$ cat src/rtl/imem_uart_loader_if.sv
// Instruction-memory write bus driven by the UART boot loader.
interface imem_uart_loader_if #(
    parameter int ADDR_W = 6
);
    logic              imem_we;
    logic [ADDR_W-1:0] imem_addr;
    logic [31:0]       imem_wdata;

    modport master (output imem_we, output imem_addr, output imem_wdata);
    modport slave  (input  imem_we, input  imem_addr, input  imem_wdata);
endinterface

$ cat src/rtl/imem_uart_loader.sv
// UART (8N1) boot loader for the instruction memory.
// Frame: N, then N little-endian 32-bit words, then XOR checksum of all
// preceding bytes. The CPU stays held in reset until a frame checks out.
//
// Receiver states:
//   R_IDLE  | waiting for a low level on the synchronized line
//   R_START | half-bit wait, then confirm the start bit (else glitch)
//   R_DATA  | eight mid-bit samples, LSB first
//   R_STOP  | mid-stop-bit sample: high = byte valid, low = framing error
// Loader states:
//   L_LEN   | next byte is the word count N
//   L_DATA  | assembling words, one write per 4 bytes
//   L_CSUM  | next byte must equal the running XOR
//   L_DONE  | image valid, CPU released, bytes ignored
//   L_ERR   | image rejected, CPU held, bytes ignored
module imem_uart_loader #(
    parameter int CLKS_PER_BIT = 868,
    parameter int ADDR_W       = 6
) (
    input  logic                clk,
    input  logic                rst,
    input  logic                rx,
    input  logic                start,
    imem_uart_loader_if.master  imem,
    output logic                cpu_hold,
    output logic                load_done,
    output logic                load_err,
    output logic [ADDR_W:0]     words_loaded
);
    localparam int CNT_W     = (CLKS_PER_BIT > 1) ? $clog2(CLKS_PER_BIT) : 1;
    localparam int MAX_WORDS = 1 << ADDR_W;
    localparam logic [CNT_W-1:0] CNT_FULL = CNT_W'(CLKS_PER_BIT - 1);
    localparam logic [CNT_W-1:0] CNT_HALF = CNT_W'(CLKS_PER_BIT / 2 - 1);

    typedef enum logic [1:0] {R_IDLE, R_START, R_DATA, R_STOP} rx_state_t;
    typedef enum logic [2:0] {L_LEN, L_DATA, L_CSUM, L_DONE, L_ERR} ld_state_t;

    logic             rx_meta_q, rx_sync_q;
    rx_state_t        rstate_q;
    logic [CNT_W-1:0] cnt_q;
    logic [2:0]       bit_idx_q;
    logic [7:0]       rx_byte_q;
    logic             byte_valid_q, frame_err_q;

    ld_state_t         lstate_q;
    logic [ADDR_W:0]   len_q, index_q, words_q;
    logic [ADDR_W:0]   index_d;
    logic [7:0]        csum_q;
    logic [1:0]        byte_cnt_q;
    logic              we_q, done_q, err_q, hold_q;
    logic [ADDR_W-1:0] addr_q;
    logic [31:0]       wdata_q;

    assign index_d = index_q + 1'b1;

    // Two-flop synchronizer for the asynchronous serial line (idles high).
    always_ff @(posedge clk or posedge rst) begin
        if (rst) begin
            rx_meta_q <= 1'b1;
            rx_sync_q <= 1'b1;
        end else begin
            rx_meta_q <= rx;
            rx_sync_q <= rx_meta_q;
        end
    end

    // Byte receiver: down-counter times each sample to the middle of a bit.
    always_ff @(posedge clk or posedge rst) begin
        if (rst) begin
            rstate_q     <= R_IDLE;
            cnt_q        <= '0;
            bit_idx_q    <= '0;
            rx_byte_q    <= '0;
            byte_valid_q <= 1'b0;
            frame_err_q  <= 1'b0;
        end else begin
            byte_valid_q <= 1'b0;
            frame_err_q  <= 1'b0;
            case (rstate_q)
                R_IDLE: begin
                    if (!rx_sync_q) begin
                        rstate_q <= R_START;
                        cnt_q    <= CNT_HALF;
                    end
                end
                R_START: begin
                    if (cnt_q == '0) begin
                        if (!rx_sync_q) begin
                            rstate_q  <= R_DATA;
                            cnt_q     <= CNT_FULL;
                            bit_idx_q <= '0;
                        end else begin
                            rstate_q <= R_IDLE;
                        end
                    end else begin
                        cnt_q <= cnt_q - 1'b1;
                    end
                end
                R_DATA: begin
                    if (cnt_q == '0) begin
                        rx_byte_q <= {rx_sync_q, rx_byte_q[7:1]};
                        cnt_q     <= CNT_FULL;
                        if (bit_idx_q == 3'd7) begin
                            rstate_q <= R_STOP;
                        end else begin
                            bit_idx_q <= bit_idx_q + 1'b1;
                        end
                    end else begin
                        cnt_q <= cnt_q - 1'b1;
                    end
                end
                R_STOP: begin
                    if (cnt_q == '0) begin
                        byte_valid_q <= rx_sync_q;
                        frame_err_q  <= ~rx_sync_q;
                        rstate_q     <= R_IDLE;
                    end else begin
                        cnt_q <= cnt_q - 1'b1;
                    end
                end
                default: rstate_q <= R_IDLE;
            endcase
        end
    end

    // Frame loader: length check, word assembly/writes, checksum, status.
    always_ff @(posedge clk or posedge rst) begin
        if (rst) begin
            lstate_q   <= L_LEN;
            len_q      <= '0;
            index_q    <= '0;
            words_q    <= '0;
            csum_q     <= '0;
            byte_cnt_q <= '0;
            we_q       <= 1'b0;
            addr_q     <= '0;
            wdata_q    <= '0;
            done_q     <= 1'b0;
            err_q      <= 1'b0;
            hold_q     <= 1'b1;
        end else begin
            we_q <= 1'b0;
            if (start) begin
                // A byte arriving in the same cycle is dropped on purpose.
                lstate_q   <= L_LEN;
                index_q    <= '0;
                words_q    <= '0;
                csum_q     <= '0;
                byte_cnt_q <= '0;
                done_q     <= 1'b0;
                err_q      <= 1'b0;
                hold_q     <= 1'b1;
            end else if (frame_err_q &&
                         (lstate_q == L_LEN || lstate_q == L_DATA || lstate_q == L_CSUM)) begin
                lstate_q <= L_ERR;
                err_q    <= 1'b1;
                hold_q   <= 1'b1;
            end else if (byte_valid_q) begin
                case (lstate_q)
                    L_LEN: begin
                        if (rx_byte_q == 8'd0 || int'(rx_byte_q) > MAX_WORDS) begin
                            lstate_q <= L_ERR;
                            err_q    <= 1'b1;
                            hold_q   <= 1'b1;
                        end else begin
                            len_q      <= (ADDR_W+1)'(rx_byte_q);
                            csum_q     <= rx_byte_q;
                            index_q    <= '0;
                            byte_cnt_q <= '0;
                            lstate_q   <= L_DATA;
                        end
                    end
                    L_DATA: begin
                        wdata_q    <= {rx_byte_q, wdata_q[31:8]};
                        csum_q     <= csum_q ^ rx_byte_q;
                        byte_cnt_q <= byte_cnt_q + 1'b1;
                        if (byte_cnt_q == 2'd3) begin
                            we_q    <= 1'b1;
                            addr_q  <= index_q[ADDR_W-1:0];
                            index_q <= index_d;
                            words_q <= words_q + 1'b1;
                            if (index_d == len_q) begin
                                lstate_q <= L_CSUM;
                            end
                        end
                    end
                    L_CSUM: begin
                        if (rx_byte_q == csum_q) begin
                            lstate_q <= L_DONE;
                            done_q   <= 1'b1;
                            hold_q   <= 1'b0;
                        end else begin
                            lstate_q <= L_ERR;
                            err_q    <= 1'b1;
                            hold_q   <= 1'b1;
                        end
                    end
                    default: ;
                endcase
            end
        end
    end

    assign imem.imem_we    = we_q;
    assign imem.imem_addr  = addr_q;
    assign imem.imem_wdata = wdata_q;
    assign cpu_hold        = hold_q;
    assign load_done       = done_q;
    assign load_err        = err_q;
    assign words_loaded    = words_q;
endmodule

$ cat src/flat_wrapper.sv
// flat-port wrapper written by rule: the top's interface ports become plain ports
module imem_uart_loader_flat 
#(
    parameter int CLKS_PER_BIT = 868,
    parameter int ADDR_W       = 6
)
  (clk, rst, rx, start, cpu_hold, load_done, load_err, words_loaded, imem_imem_we, imem_imem_addr, imem_imem_wdata);
  imem_uart_loader_if #(.ADDR_W(ADDR_W)) imem_i ();
  input  logic clk;
  input  logic rst;
  input  logic rx;
  input  logic start;
  output logic cpu_hold;
  output logic load_done;
  output logic load_err;
  output logic [ADDR_W:0] words_loaded;
  output wire logic [$bits(imem_i.imem_we)-1:0] imem_imem_we;
  output wire logic [$bits(imem_i.imem_addr)-1:0] imem_imem_addr;
  output wire logic [$bits(imem_i.imem_wdata)-1:0] imem_imem_wdata;
  assign imem_imem_we = imem_i.imem_we;
  assign imem_imem_addr = imem_i.imem_addr;
  assign imem_imem_wdata = imem_i.imem_wdata;
  imem_uart_loader #(.CLKS_PER_BIT(CLKS_PER_BIT), .ADDR_W(ADDR_W)) u_core (.clk(clk), .rst(rst), .rx(rx), .start(start), .imem(imem_i), .cpu_hold(cpu_hold), .load_done(load_done), .load_err(load_err), .words_loaded(words_loaded));
endmodule
$ cat config.mk
export PLATFORM = sky130hd
export DESIGN_NAME = imem_uart_loader_flat
export DESIGN_NICKNAME = d
export VERILOG_FILES = /design/src/rtl/imem_uart_loader_if.sv /design/src/rtl/imem_uart_loader.sv /design/src/flat_wrapper.sv
export SDC_FILE = /design/constraint.sdc
export NUM_CORES = 1
export LEC_CHECK = 0
export BUFFER_PORTS_ARGS = -buffer_cell sky130_fd_sc_hd__buf_2
export CORE_UTILIZATION = 45
export CTS_CLUSTER_SIZE = 30
export DETAILED_ROUTE_END_ITERATION = 8
export MAX_ROUTING_LAYER = met4
export PLACE_DENSITY_LB_ADDON = 0.08
export REMOVE_ABC_BUFFERS = 1
export SLEW_MARGIN = 30
export SYNTH_ARGS = -nofsm -noshare
export SYNTH_HDL_FRONTEND = slang
export SYNTH_SLANG_ARGS = --single-unit
$ cat constraint.sdc
create_clock -name clk -period 5.3 [get_ports clk]
set_input_delay 0.795 -clock clk [delete_from_list [all_inputs] [get_ports clk]]
set_output_delay 0.795 -clock clk [all_outputs]
set_load 0.005 [all_outputs]
# After elaboration in Yosys (flattened, before gate mapping)

Index checks and enable logic that the tools add are counted.
Widths: inputs -> output; s select.

Input port bits: 4
Word-level logic and storage cells: 160
Register bits after elaboration: 103

$add $sub $neg: 5
Bitwise gates (word level): 5
Muxes and demuxes: 72
Reductions and logical operators: 32
Equality and inequality tests: 25
Order comparisons: 1

Operators by type and width:

| cell                  | number |
|---|---|
| $mux 7                | 10 |
| $mux 10               | 5 |
| $pmux 10 s4           | 1 |
| $mux 3                | 11 |
| $mux 8                | 4 |
| $reduce_and 5->1      | 5 |
| $reduce_and 4->1      | 6 |
| $mux 1                | 23 |
| $mux 2                | 10 |
| $ne 4x4->1 const B    | 4 |
| $pmux 8 s2            | 1 |
| $add 7x1->7 const B   | 2 |
| $pmux 7 s2            | 1 |
| $reduce_bool 2->1     | 6 |
| $logic_not 10->1      | 1 |
| $ne 2x2->1 const B    | 5 |
| $sub 10x1->10 const B | 1 |
| $ne 3x3->1 const B    | 3 |
| $pmux 3 s3            | 1 |
| $eq 8x8->1            | 1 |
| $gt 8x7->1 const B    | 1 |
| $logic_not 8->1       | 1 |
| $ne 2x1->1 const B    | 4 |
| $pmux 2 s4            | 1 |
| 22 further kinds      | 32 |

# Longest topological paths before layout

Depth after elaboration: 8
Depth in mapped cells: 8

# Worst setup path before layout

No wires, ideal clock.

Path kind: flip-flop to flip-flop
From: register u_core.index_q[0]
To: register u_core.lstate_q[0]
Stages on the path, launching flop included: 7
Data required time: 5175 ps
Arrival: 1946 ps
Period minus slack after synthesis: 2071 ps
Slack: 3229 ps
Buffers on the path: 0
Cell sequence: dfrtp_1 ha_1 and3_1 and3_2 xnor2_1 o41a_1 mux2_2

Cells in the longest elaborated chain, start to end: 4

Ends and longest elaborated chain:

| what                              | RTL line                | RTL |
|---|---|---|
| from (decl)                       | imem_uart_loader.sv:46  | `logic [ADDR_W:0] len_q, index_q, words_q;` |
| from (signal assigned)            | imem_uart_loader.sv:180 | `index_q <= index_d;` |
| $add 7x1->7                       | imem_uart_loader.sv:54  | `assign index_d = index_q + 1'b1;` |
| $eq 7x7->1                        | imem_uart_loader.sv:182 | `if (index_d == len_q) begin` |
| $ne 4x4->1 (no source line)       | -                       |  |
| $reduce_and 4->1 (no source line) | -                       |  |
| to (signal assigned)              | imem_uart_loader.sv:183 | `lstate_q <= L_CSUM;` |
| to (signal assigned)              | imem_uart_loader.sv:189 | `lstate_q <= L_DONE;` |
| to (signal assigned)              | imem_uart_loader.sv:193 | `lstate_q <= L_ERR;` |
| to (decl)                         | imem_uart_loader.sv:45  | `ld_state_t lstate_q;` |

No other way between the ends.
A chain may end at the register's enable or synchronous reset.

# Final worst setup path

From: input start
To: register u_core.addr_q[0] (netlist: u_core.imem.imem_addr[0])

Cells in the longest elaborated chain, start to end: 2

Ends and longest elaborated chain:

| what                              | RTL line                | RTL |
|---|---|---|
| from (decl)                       | flat_wrapper.sv:12      | `input logic start;` |
| $not 1->1 (no source line)        | -                       |  |
| $reduce_and 5->1 (no source line) | -                       |  |
| to (signal assigned)              | imem_uart_loader.sv:179 | `addr_q <= index_q[ADDR_W-1:0];` |
| to (decl)                         | imem_uart_loader.sv:51  | `logic [ADDR_W-1:0] addr_q;` |

No other way between the ends.

==> impl_results.md <==
* Initial DRC Count at about 200
* Synthesized flop and latch total at 103
* Die Wd at ~110 µm
* Remaining DRCs at 0
* Switching part of the total at approximately 23%
* Via density at about 5.5
* # diodes at 0
* Synth-to-Final Area Change at 12.62%
* Worst hold path type: flop to flop
* Synth cell types at between 60 and 70
* Maximum number of pins on one net before global-route repair at 54
* Comb power frac at between 3 and 4%
* Vias post-DR at 3586
* Final instance area at around 0.0058 mm²
* Final hold vios at 0
* Fmax at about 0.33 GHz
* Avg WL per Cell at approximately 16 µm
* RSZ-0062 raised after global routing: false
* Worst VDD drop at between 100 and 150 µV
* Final Setup Violations at 0
* Asr flop ratio synth at 100.0%
* Detailed Route WL at around 10000 µm
* GRT overflow at 0
* Tmin final at a little over 3000 ps
* Lkg Pwr at 2.826 nW
* Slew at the pin closest to its max-slew limit at 915.9 ps
* Post-DP Area at around 0.0055 mm²
* Post-CTS Setup Inserts at 0
* Starting Density at between 40% and 50%
* Fin. max-slew vios at 0
* Final Wtd Congestion at between 0.8 and 0.9
* Clk slew on worst S/H paths at 70 ps
* Tot GR Track Use at 19.54%
* Clk_lat worst skew at about 360 ps
* Cts repair resizes at 0
* Post-synth EDFFs at 0
* Initial antenna violation count at 0
* TritonCTS clock tree: done
* Row cnt at 38
* H-tree levels at 3
* Pint at around 0.0012 W
* Port bufs at 52
* # IOs at 53
* NetSw at 0.0003440 W
* Worst Path Arrival at ~3300 ps
* Mapped Cells at roughly 470
* Clk buf depth at 2
* CP endpoint kind: flop
* Final core occ at approximately 53%
* Die height at 108.7 µm
* Final ANT Viol Nets at 0
* CTS hold repair buffers at 0
* Initial DRT Pass Iterations at 4
* Synth warn at 0
* Share of cells above drive strength 1 at 26.22%
* Dpl hpwl at slightly below 7000 µm
* Crit path max fanout at 31
* Vias in the first global route at around 3500
* Syn avg cell area at around 11 µm²
* Seq pwr share at 53.0%
* CTS Sinks at 103
* Depth of the most critical reg-to-reg path at 7
* Final Cycle Share at ~57%
* Die area at 0.01182 mm²
* Worst setup SP type: input port
* Clock power frac at a little over two fifths
* Critical Setup Path Class: input port to flop
* Root Buffer: clkbuf_16
* Post-Synthesis Cell Area at 0.005125 mm²
* Required @ worst endpoint at ~5500 ps
* Setup tns final at 0 ps
* Area contributors post-synth: dfrtp_1 49%, mux2_2 9.0%, ha_1 2.7%
* Max_slew headroom at between 30% and 40%
* Setup Skew at 9.354 ps
* Status: finished clean
* WHS Path Cells at 0
* Pwr dens at 261.6 mW/mm²
* Yosys top cell area share at 48.83%
* Max-cap violations at 0
* CTS Buf Count at 9
* Nets at ~520
* Post-synth top flop: dfrtp_1
* CORE AREA at about 0.011 mm²
* Seq/Total Area, Yosys at between 50% and 60%
* Area leader, netlist: dfrtp_1
* First-pass GRT wire length at 17110 µm
logic make-up after synthesis:
group                    count (synthesis)  share of synthesized area, %
flip-flops                             103                         50.37
XOR/XNOR                                21                         3.589
buffers and inverters                   49                         3.882
AND/OR/NAND/NOR                        134                         14.75
adder cells (fa/ha/maj)                 11                         2.686
multiplexers                            54                         11.77
AO/OA/AOI/OAI                           96                         12.96
cell usage in the layout (no fill, tap or decap), drive strengths merged, types with 4 or more instances in the layout:
master  count
dfrtp     100
buf        54
mux2       50
nand2      35
nor2       25
nand3      25
o21ai      24
inv        24
a21oi      19
xnor2      13
clkbuf     12
ha         11
or3         9
o211ai      9
xor2        8
a31oi       6
and3        6
nor4        6
nor3        5
a21o        5
mux2i       4
and2        4
nand2b      4
routing by layer:
| layer | GRT usage (%) | vias up | wire length (µm) |
|---|---|---|---|
| met5 | - | - | 0 |
| met4 | 9.073 | 0 | 237 |
| met3 | 4.124 | 17 | 235 |
| met2 | 30.20 | 43 | 4930 |
| met1 | 24.58 | 1776 | 4765 |
| li1 | - | 1750 | - |
critical path: stages:
cell     delay [ps]
buf_2           240
inv_1           720
nand4_2         610
or2_1           540
mux2_1          350
Yosys cell counts (all sizes together), types with 4 or more instances:
cell type / count
or3: 9
nand2b: 4
buf: 11
mux2i: 4
mux2: 50
dfrtp: 100
xnor2: 13
a31oi: 6
a21o: 5
o21ai: 24
ha: 11
nor2: 25
nand3: 25
nand2: 35
nor4: 6
inv: 22
and2: 4
clkbuf: 16
nor3: 5
and3: 6
a21oi: 19
xor2: 8
o211ai: 9
power by group through the flow:
stage | combinational (W) | clock, W | sequential, W
4_1_cts | 0.0000487 | 0.000688 | 0.000800
2_1_floorplan | 0.0000316 | 0 | 0.000813
3_3_place_gp | 0.0000481 | 0 | 0.000815
3_5_place_dp | 0.0000485 | 0 | 0.000816
5_1_grt | 0.0000543 | 0.000716 | 0.000801
6_report | 0.0000472 | 0.000662 | 0.000800
final cells by class:
cell class | instances | area [µm²]
flip-flops and latches | 103 | 2581
inverters | 22 | 85.08
multi-input cells | 316 | 2354
well taps | 140 | 175.2
clock inverters | 4 | 35.03
repair buffers | 54 | 275.3
clock buffers | 12 | 266.5
fillers | 976 | 5211
sequential cells by signal, indices dropped and copies added, names as in the netlist, named ones only:
signal and flops:
u_core.imem.imem_wdata 32, u_core.cnt_q 10, u_core.csum_q 8, u_core.rx_byte_q 8, u_core.index_q 7, u_core.len_q 7
u_core.words_loaded 7, u_core.imem.imem_addr 6, u_core.bit_idx_q 3, u_core.lstate_q 3, u_core.byte_cnt_q 2, u_core.byte_valid_q 1
u_core.cpu_hold 1, u_core.frame_err_q 1, u_core.imem.imem_we 1, u_core.load_done 1, u_core.load_err 1, u_core.rstate_q 1
u_core.rx_meta_q 1, u_core.rx_sync_q 1
metrics by stage:
step | power (W) | hold WS [ps] | instances | worst slack, ps
2_1_floorplan | 0.0008450 | 345.2 | 441 | 1806
3_3_place_gp | 0.0008635 | 348.2 | 635 | 2014
3_5_place_dp | 0.0008641 | 347.8 | 635 | 1882
4_1_cts | 0.001537 | 358.4 | 651 | 2269
5_1_grt | 0.001572 | 366.3 | 651 | 2092
6_report | 0.001510 | 358.0 | 651 | 2272
final timing paths:
check | from | endpoint | slack (ps)
max | start | u_core.imem.imem_addr[0]$_DFFE_PP0P_ | 2270
min | u_core.rx_meta_q$_DFF_PP1_ | u_core.rx_sync_q$_DFF_PP1_ | 360
max reg2reg | u_core.cnt_q[0]$_DFFE_PP0P_ | u_core.cnt_q[3]$_DFFE_PP0P_ | 2650
min reg2reg | u_core.rx_meta_q$_DFF_PP1_ | u_core.rx_sync_q$_DFF_PP1_ | 360
max in group asynchronous | rst | u_core.imem.imem_addr[2]$_DFFE_PP0P_ | 3660
min in group asynchronous | rst | u_core.imem.imem_wdata[7]$_DFFE_PP0P_ | 530
Power figures use the tool's default switching activity.
